File: src/rtl/machine_timer.sv
// Memory-mapped 64-bit machine timer (mtime/mtimecmp) with a registered timer interrupt level.
// Optional tick prescaler compiled in with `define MACHINE_TIMER_PRESCALER_EN.

// state  | meaning
// S_IDLE | waiting for a selected request; the access is performed on the leaving edge
// S_ACK  | ack pulse cycle; rdata/fault hold the result, req is not sampled
module machine_timer #(
  parameter logic [31:0] BASE_ADDR = 32'hFFFF_FF00
`ifdef MACHINE_TIMER_PRESCALER_EN
  , parameter int unsigned PRESCALE = 16
`endif
) (
  input  logic        clk,
  input  logic        rst_n,
  input  logic        req,
  input  logic        we,
  input  logic [31:0] addr,
  input  logic [3:0]  be,
  input  logic [31:0] wdata,
  output logic [31:0] rdata,
  output logic        ack,
  output logic        fault,
  output logic        sel,
  output logic        timer
);

  typedef enum logic {
    S_IDLE = 1'b0,
    S_ACK  = 1'b1
  } state_t;

  state_t      state_q;
  state_t      state_d;
  logic [63:0] mtime_q;
  logic [63:0] mtime_d;
  logic [63:0] cmp_q;
  logic [63:0] cmp_d;
  logic [31:0] shadow_q;
  logic [31:0] rdata_q;
  logic        fault_q;
  logic        timer_q;
  logic [31:0] rd_word;
  logic        access;
  logic        misalign;
  logic        wr_ok;
  logic        rd_ok;
  logic        wr_mtime_lo;
  logic        wr_mtime_hi;
  logic        wr_cmp_lo;
  logic        wr_cmp_hi;
  logic        tick;

  function automatic logic [31:0] merge_bytes(input logic [31:0] old_word,
                                              input logic [31:0] new_word,
                                              input logic [3:0]  en);
    logic [31:0] res;
    for (int i = 0; i < 4; i++) begin
      res[8*i +: 8] = en[i] ? new_word[8*i +: 8] : old_word[8*i +: 8];
    end
    return res;
  endfunction

  assign sel      = req && (addr[31:4] == BASE_ADDR[31:4]);
  assign access   = (state_q == S_IDLE) && sel;
  assign misalign = (addr[1:0] != 2'b00);
  assign wr_ok    = access && we && !misalign;
  assign rd_ok    = access && !we && !misalign;

  // A write with no enabled bytes leaves mtime alone, so the tick still counts.
  assign wr_mtime_lo = wr_ok && (addr[3:2] == 2'd0) && (be != 4'b0000);
  assign wr_mtime_hi = wr_ok && (addr[3:2] == 2'd1) && (be != 4'b0000);
  assign wr_cmp_lo   = wr_ok && (addr[3:2] == 2'd2);
  assign wr_cmp_hi   = wr_ok && (addr[3:2] == 2'd3);

`ifdef MACHINE_TIMER_PRESCALER_EN
  localparam logic [15:0] PRE_RELOAD = 16'(PRESCALE - 1);

  logic [15:0] pre_cnt;

  // Count 0 means "just reloaded": load PRESCALE-1, tick when it reaches 1.
  assign tick = (PRESCALE == 1) ? 1'b1 : (pre_cnt == 16'd1);

  always_ff @(posedge clk or negedge rst_n) begin
    if (!rst_n) begin
      pre_cnt <= 16'd0;
    end else if (tick) begin
      pre_cnt <= 16'd0;
    end else if (pre_cnt == 16'd0) begin
      pre_cnt <= PRE_RELOAD;
    end else begin
      pre_cnt <= pre_cnt - 16'd1;
    end
  end
`else
  assign tick = 1'b1;
`endif

  always_ff @(posedge clk or negedge rst_n) begin
    if (!rst_n) begin
      state_q <= S_IDLE;
    end else begin
      state_q <= state_d;
    end
  end

  always_comb begin
    state_d = state_q;
    case (state_q)
      S_IDLE:  if (sel) state_d = S_ACK;
      S_ACK:   state_d = S_IDLE;
      default: state_d = S_IDLE;
    endcase
  end

  always_comb begin
    ack   = (state_q == S_ACK);
    rdata = rdata_q;
    fault = fault_q;
    timer = timer_q;
  end

  // A software write to either half wins over the tick in that cycle.
  always_comb begin
    mtime_d = mtime_q;
    if (wr_mtime_lo) begin
      mtime_d[31:0] = merge_bytes(mtime_q[31:0], wdata, be);
    end else if (wr_mtime_hi) begin
      mtime_d[63:32] = merge_bytes(mtime_q[63:32], wdata, be);
    end else if (tick) begin
      mtime_d = mtime_q + 64'd1;
    end
  end

  always_comb begin
    cmp_d = cmp_q;
    if (wr_cmp_lo) begin
      cmp_d[31:0] = merge_bytes(cmp_q[31:0], wdata, be);
    end
    if (wr_cmp_hi) begin
      cmp_d[63:32] = merge_bytes(cmp_q[63:32], wdata, be);
    end
  end

  always_comb begin
    rd_word = 32'd0;
    case (addr[3:2])
      2'd0:    rd_word = mtime_q[31:0];
      2'd1:    rd_word = shadow_q;
      2'd2:    rd_word = cmp_q[31:0];
      2'd3:    rd_word = cmp_q[63:32];
      default: rd_word = 32'd0;
    endcase
  end

  always_ff @(posedge clk or negedge rst_n) begin
    if (!rst_n) begin
      mtime_q  <= 64'd0;
      cmp_q    <= 64'hFFFF_FFFF_FFFF_FFFF;
      shadow_q <= 32'd0;
      rdata_q  <= 32'd0;
      fault_q  <= 1'b0;
      timer_q  <= 1'b0;
    end else begin
      mtime_q <= mtime_d;
      cmp_q   <= cmp_d;
      timer_q <= (mtime_q >= cmp_q);
      if (rd_ok && (addr[3:2] == 2'd0)) begin
        shadow_q <= mtime_q[63:32];
      end
      rdata_q <= rd_ok ? rd_word : 32'd0;
      fault_q <= access && misalign;
    end
  end

endmodule
File: config.mk
export PLATFORM = sky130hd
export DESIGN_NAME = machine_timer
export DESIGN_NICKNAME = d
export VERILOG_FILES = /design/src/rtl/machine_timer.sv
export SDC_FILE = /design/constraint.sdc
export NUM_CORES = 1
export LEC_CHECK = 0
export CORE_MARGIN = 3
export CORE_UTILIZATION = 53
export CTS_CLUSTER_SIZE = 40
export DETAILED_ROUTE_END_ITERATION = 7
export MAX_ROUTING_LAYER = met4
export PLACE_DENSITY = 0.84
export SLEW_MARGIN = 20
export SYNTH_ARGS = -nofsm -noshare
export SYNTH_HDL_FRONTEND = slang
export SYNTH_SLANG_ARGS = --single-unit
export TNS_END_PERCENT = 50
File: constraint.sdc
create_clock -name clk -period 2.3 [get_ports clk]
set_input_delay 0.23 -clock clk [delete_from_list [all_inputs] [get_ports clk]]
set_output_delay 0.23 -clock clk [all_outputs]
set_load 0.1 [all_outputs]
==> results.txt <==
In this run, distinct cell masters in the synthesized netlist total 65. After synthesis, the cell types taking the most area are sky130_fd_sc_hd__dfrtp_1 (28%), sky130_fd_sc_hd__dfstp_2 (14%), sky130_fd_sc_hd__ha_1 (6.9%). For this run, design rule violations remaining after detail routing come to 0. The run gives 0 as the max-slew violation count. The compound-cell area share of the yosys netlist is 0.148, and the share of the synthesized area in the top cell type is 0.280. Fraction of synthesis flops using an asynchronous set or reset pin: 1.00.

The arithmetic-cell share of the synthesized area counting full adders, half adders and majority gates is 0.0695. Setup repair after global routing could not meet its margin everywhere. Before antenna repair, the detailed router went through 7 iterations. Maximum count of clock buffers along a single path: 2.

The total area inside the core boundary comes to 21400 sq um. The number of instances in the synthesized netlist came out at 1113. The number of placed instances, taps included, is 1627. The number of antenna violations at the first check in global routing is 0, and the number of vias per cell after detailed routing is 6.59. The max-slew headroom at the worst pin is 0.575. For the number of clock sinks, the log shows 195.

From left edge to right edge, the die measures 155 microns. The initial core utilization is 0.548. The portion of netlist area occupied by mux cells came out at 0.172. The tool flagged a number of max-cap violations equal to 0. The total negative slack was -3.44 ns. Placement row count: 53.

The element type at the critical path end was a flip-flop. After detailed routing, the total wire length is 39.3 mm. TritonCTS built the clock tree.

The utilization after layout was 0.725; the number of enable-type register cells in the synthesized netlist was 0. In this run the cell area measured after placement is 14500 sq um. The final layout net count was 1519.

The tools report the final setup slack of the worst path as -0.133 ns. Yosys instantiated no cell more often than sky130_fd_sc_hd__dfrtp_1. The period utilization came out at 1.06. The design draws 7.01 mW. After detailed routing, the average wire length per cell comes to 23.5 microns. In this run, CTS created clock tree buffers numbering 17. The logs give 0.986 for the global placer's final weighted congestion and 11700 sq um for the synthesized cell area.

For the number of nets produced by synthesis, the log shows 1250. Measured along the y axis, the die boundary spans 155 microns. The number of flip-flops and latches in the synthesized netlist was 195; the number of buffers inserted by port buffering was 107. Shortest period the worst path allows: 2.43 ns. 108 I/O pins were placed. The met2 usage in global routing was 0.525. Dividing total power by cell area gives a power density of 453 nW/um^2. The via count of the first global-routing pass was 10991; the synthesized area divided by synthesized cell count was 10.5 sq um. The commonest cells after synthesis are sky130_fd_sc_hd__dfrtp_1 (131), sky130_fd_sc_hd__a21oi_1 (113), sky130_fd_sc_hd__inv_1 (76). The tools report the sequential area share after synthesis as 0.424. The logs give 411 MHz for the upper clock frequency limit and 0 for the final hold violation count.

Entering global routing, the biggest net connects 62 pins. Number of warnings issued by yosys: 0. The checks that failed: setup timing. The most frequently used flop master after synthesis was sky130_fd_sc_hd__dfrtp_1. The area share of and/or/nand/nor cells after synthesis came out at 0.140. The tools report the startpoint type of the worst setup path as an input pin.

Buffer cell driving the clock tree root: sky130_fd_sc_hd__clkbuf_16. For this run, the number of standard cells in the final layout without fillers is 1670. The layer flagged by global routing as most heavily used is met2. The clock reaches the later pin of the worst-skew pair after 0.44 ns.

The first global-routing pass estimated 60.5 mm of wire. The detailed router placed 11011 vias in this run. The library cell with the largest summed area after synthesis is sky130_fd_sc_hd__dfrtp_1. At the pin with the least slew margin, the transition time is 0.631 ns. The setup path with the least slack is of type input pin to flip-flop.

The routing usage on met1 was 0.418. The worst hold path belongs to the class input pin to flip-flop. The area growth from synthesis to layout is 32.3%. The run finished, with violations left.

Summed over all layers, the global routing overflow is 0. The detailed router finished its first iteration with 1481 violations. The die covers 23900 sq um. The clock tree synthesis step divided the H-tree into 4 levels. The HPWL after detailed placement is 26.9 mm. The run gives 0 as the count of antenna-violating nets left after detailed routing. The logs give 0.329 for the overall routing resource usage and 2.63 ns for the data required time at the worst endpoint. The final worst clock skew came out at 0.0138 ns. The arrival time of the worst setup path is 2.76 ns.

The biggest fanout along the worst timing path is 7, and the parity-gate share of the synthesized area counting xor and xnor cells is 0. VDD sags by at most 0.000412 V. Summed over all cells, the static leakage comes to 6.71 nW. The post-route standard cell area excluding fillers was 15500 sq um; the clock-pin slew reported for the worst setup and hold paths after clock tree synthesis was 0.07 ns. Setup violations remaining at the end of the flow were counted as 33. 0 antenna diodes ended up in the layout. The dominant combinational cell family by area after synthesis was multiplexers.

The fraction of final layout cells sized beyond drive strength 1 was 0.380; the met3 capacity usage during global routing was 0.0604.
## layout make-up
cell class | instances | area, sq um
Multi-Input combinational cell | 780 | 6480
Clock inverter | 15 | 190
Timing Repair Buffer | 311 | 2800
Clock buffer | 17 | 425
Fill cell | 1442 | 5860
Inverter | 77 | 289
Sequential cell | 195 | 4960
Tap cell | 275 | 344
## through the flow
stage,setup slack [ns],hold slack (ns)
after global placement,-0.599,0.249
after floorplan,-0.196,-0.0656
final,-0.133,0.295
after global routing,-0.164,0.304
after detailed placement,-0.639,0.259
after CTS,-0.0657,0.359
## metal layers
layer | part of all wire | vias up
met3 | 0.091 | 192
met1 | 0.38 | 5364
met5 | 0 | -
met4 | 0.045 | 0
li1 | - | 4710
met2 | 0.49 | 745
## final timing paths
path	start	end	slack, ns	cells after the start
setup / recovery	addr[20]	shadow_q[30]$_DFFE_PN0P_	-0.13	8
hold / removal	addr[4]	ack$_DFF_PN0_	0.29	6
setup reg to reg	cmp_q[39]$_DFFE_PN1P_	timer$_DFF_PN0_	-0.08	9
hold reg to reg	shadow_q[28]$_DFFE_PN0P_	shadow_q[28]$_DFFE_PN0P_	0.51	1
max in group asynchronous	rst_n	cmp_q[18]$_DFFE_PN1P_	1.18	3
min in group asynchronous	rst_n	mtime_q[1]$_DFFE_PN0P_	0.34	2
## critical path, cell delays in order
cell and delay [ns]:
sky130_fd_sc_hd__clkdlybuf4s50_1 0.46, sky130_fd_sc_hd__nand4_1 0.16, sky130_fd_sc_hd__nor4_4 0.38, sky130_fd_sc_hd__nand2_2 0.10, sky130_fd_sc_hd__or3_4 0.38, sky130_fd_sc_hd__or3_4 0.52, sky130_fd_sc_hd__clkbuf_16 0.22, sky130_fd_sc_hd__mux2_4 0.30
## flip-flops by register name, summed over array words and instances (netlist names)
register and count:
timer 1, rdata 32, ack 1, mtime_q 64, fault 1, cmp_q 64
shadow_q 32
## cells in the final DEF (no fill, tap or decap), types with 5 or more instances in the layout
cell type,synthesis,final
sky130_fd_sc_hd__a211oi_1,7,6
sky130_fd_sc_hd__a21o_1,7,7
sky130_fd_sc_hd__a21oi_1,113,109
sky130_fd_sc_hd__a2bb2oi_1,8,6
sky130_fd_sc_hd__and2_1,8,5
sky130_fd_sc_hd__and3_1,16,16
sky130_fd_sc_hd__and4_1,14,9
sky130_fd_sc_hd__buf_12,0,19
sky130_fd_sc_hd__buf_4,0,216
sky130_fd_sc_hd__clkbuf_16,0,18
sky130_fd_sc_hd__clkdlybuf4s50_1,0,64
sky130_fd_sc_hd__dfrtp_1,131,128
sky130_fd_sc_hd__dfstp_2,64,64
sky130_fd_sc_hd__ha_1,65,64
sky130_fd_sc_hd__inv_1,76,76
sky130_fd_sc_hd__inv_6,0,5
sky130_fd_sc_hd__mux2_2,66,66
sky130_fd_sc_hd__mux2_4,30,30
sky130_fd_sc_hd__mux2i_1,10,10
sky130_fd_sc_hd__mux4_2,32,32
sky130_fd_sc_hd__nand2_1,65,64
sky130_fd_sc_hd__nand3_1,34,33
sky130_fd_sc_hd__nand4_1,37,37
sky130_fd_sc_hd__nor2_1,34,34
sky130_fd_sc_hd__nor2b_1,33,33
sky130_fd_sc_hd__nor3_1,20,14
sky130_fd_sc_hd__nor3_2,0,5
sky130_fd_sc_hd__nor4_1,11,7
sky130_fd_sc_hd__o21ai_0,49,44
sky130_fd_sc_hd__o21ai_1,2,7
sky130_fd_sc_hd__o22a_1,6,6
sky130_fd_sc_hd__o22ai_1,21,20
sky130_fd_sc_hd__o31ai_1,7,5
sky130_fd_sc_hd__o32ai_1,11,9
sky130_fd_sc_hd__or3_1,7,5
## report_power, final
| group | leakage [nW] | switching [mW] | total [mW] | internal [mW] |
|---|---|---|---|---|
| clock network | 0.299 | 1.45 | 3.19 | 1.74 |
| logic | 4.10 | 0.219 | 0.389 | 0.171 |
| registers | 2.31 | 0.000000617 | 3.43 | 3.43 |
## cells by family after synthesis
kind of cell / after synthesis
AO/OA/AOI/OAI: 278
buffers and inverters: 138
flip-flops: 195
adder cells (fa/ha/maj): 65
AND/OR/NAND/NOR: 299
multiplexers: 138
## repair_timing
item                       4_1_cts  5_1_grt
setup endpoints to repair       71       81
hold endpoints to repair        30        0
pin swaps                        0       12
hold buffers                     1        0
resized for setup               13       59
cloned                           2        1
buffers inserted                 0        7
Note: power is estimated with default switching activity, not from simulation.
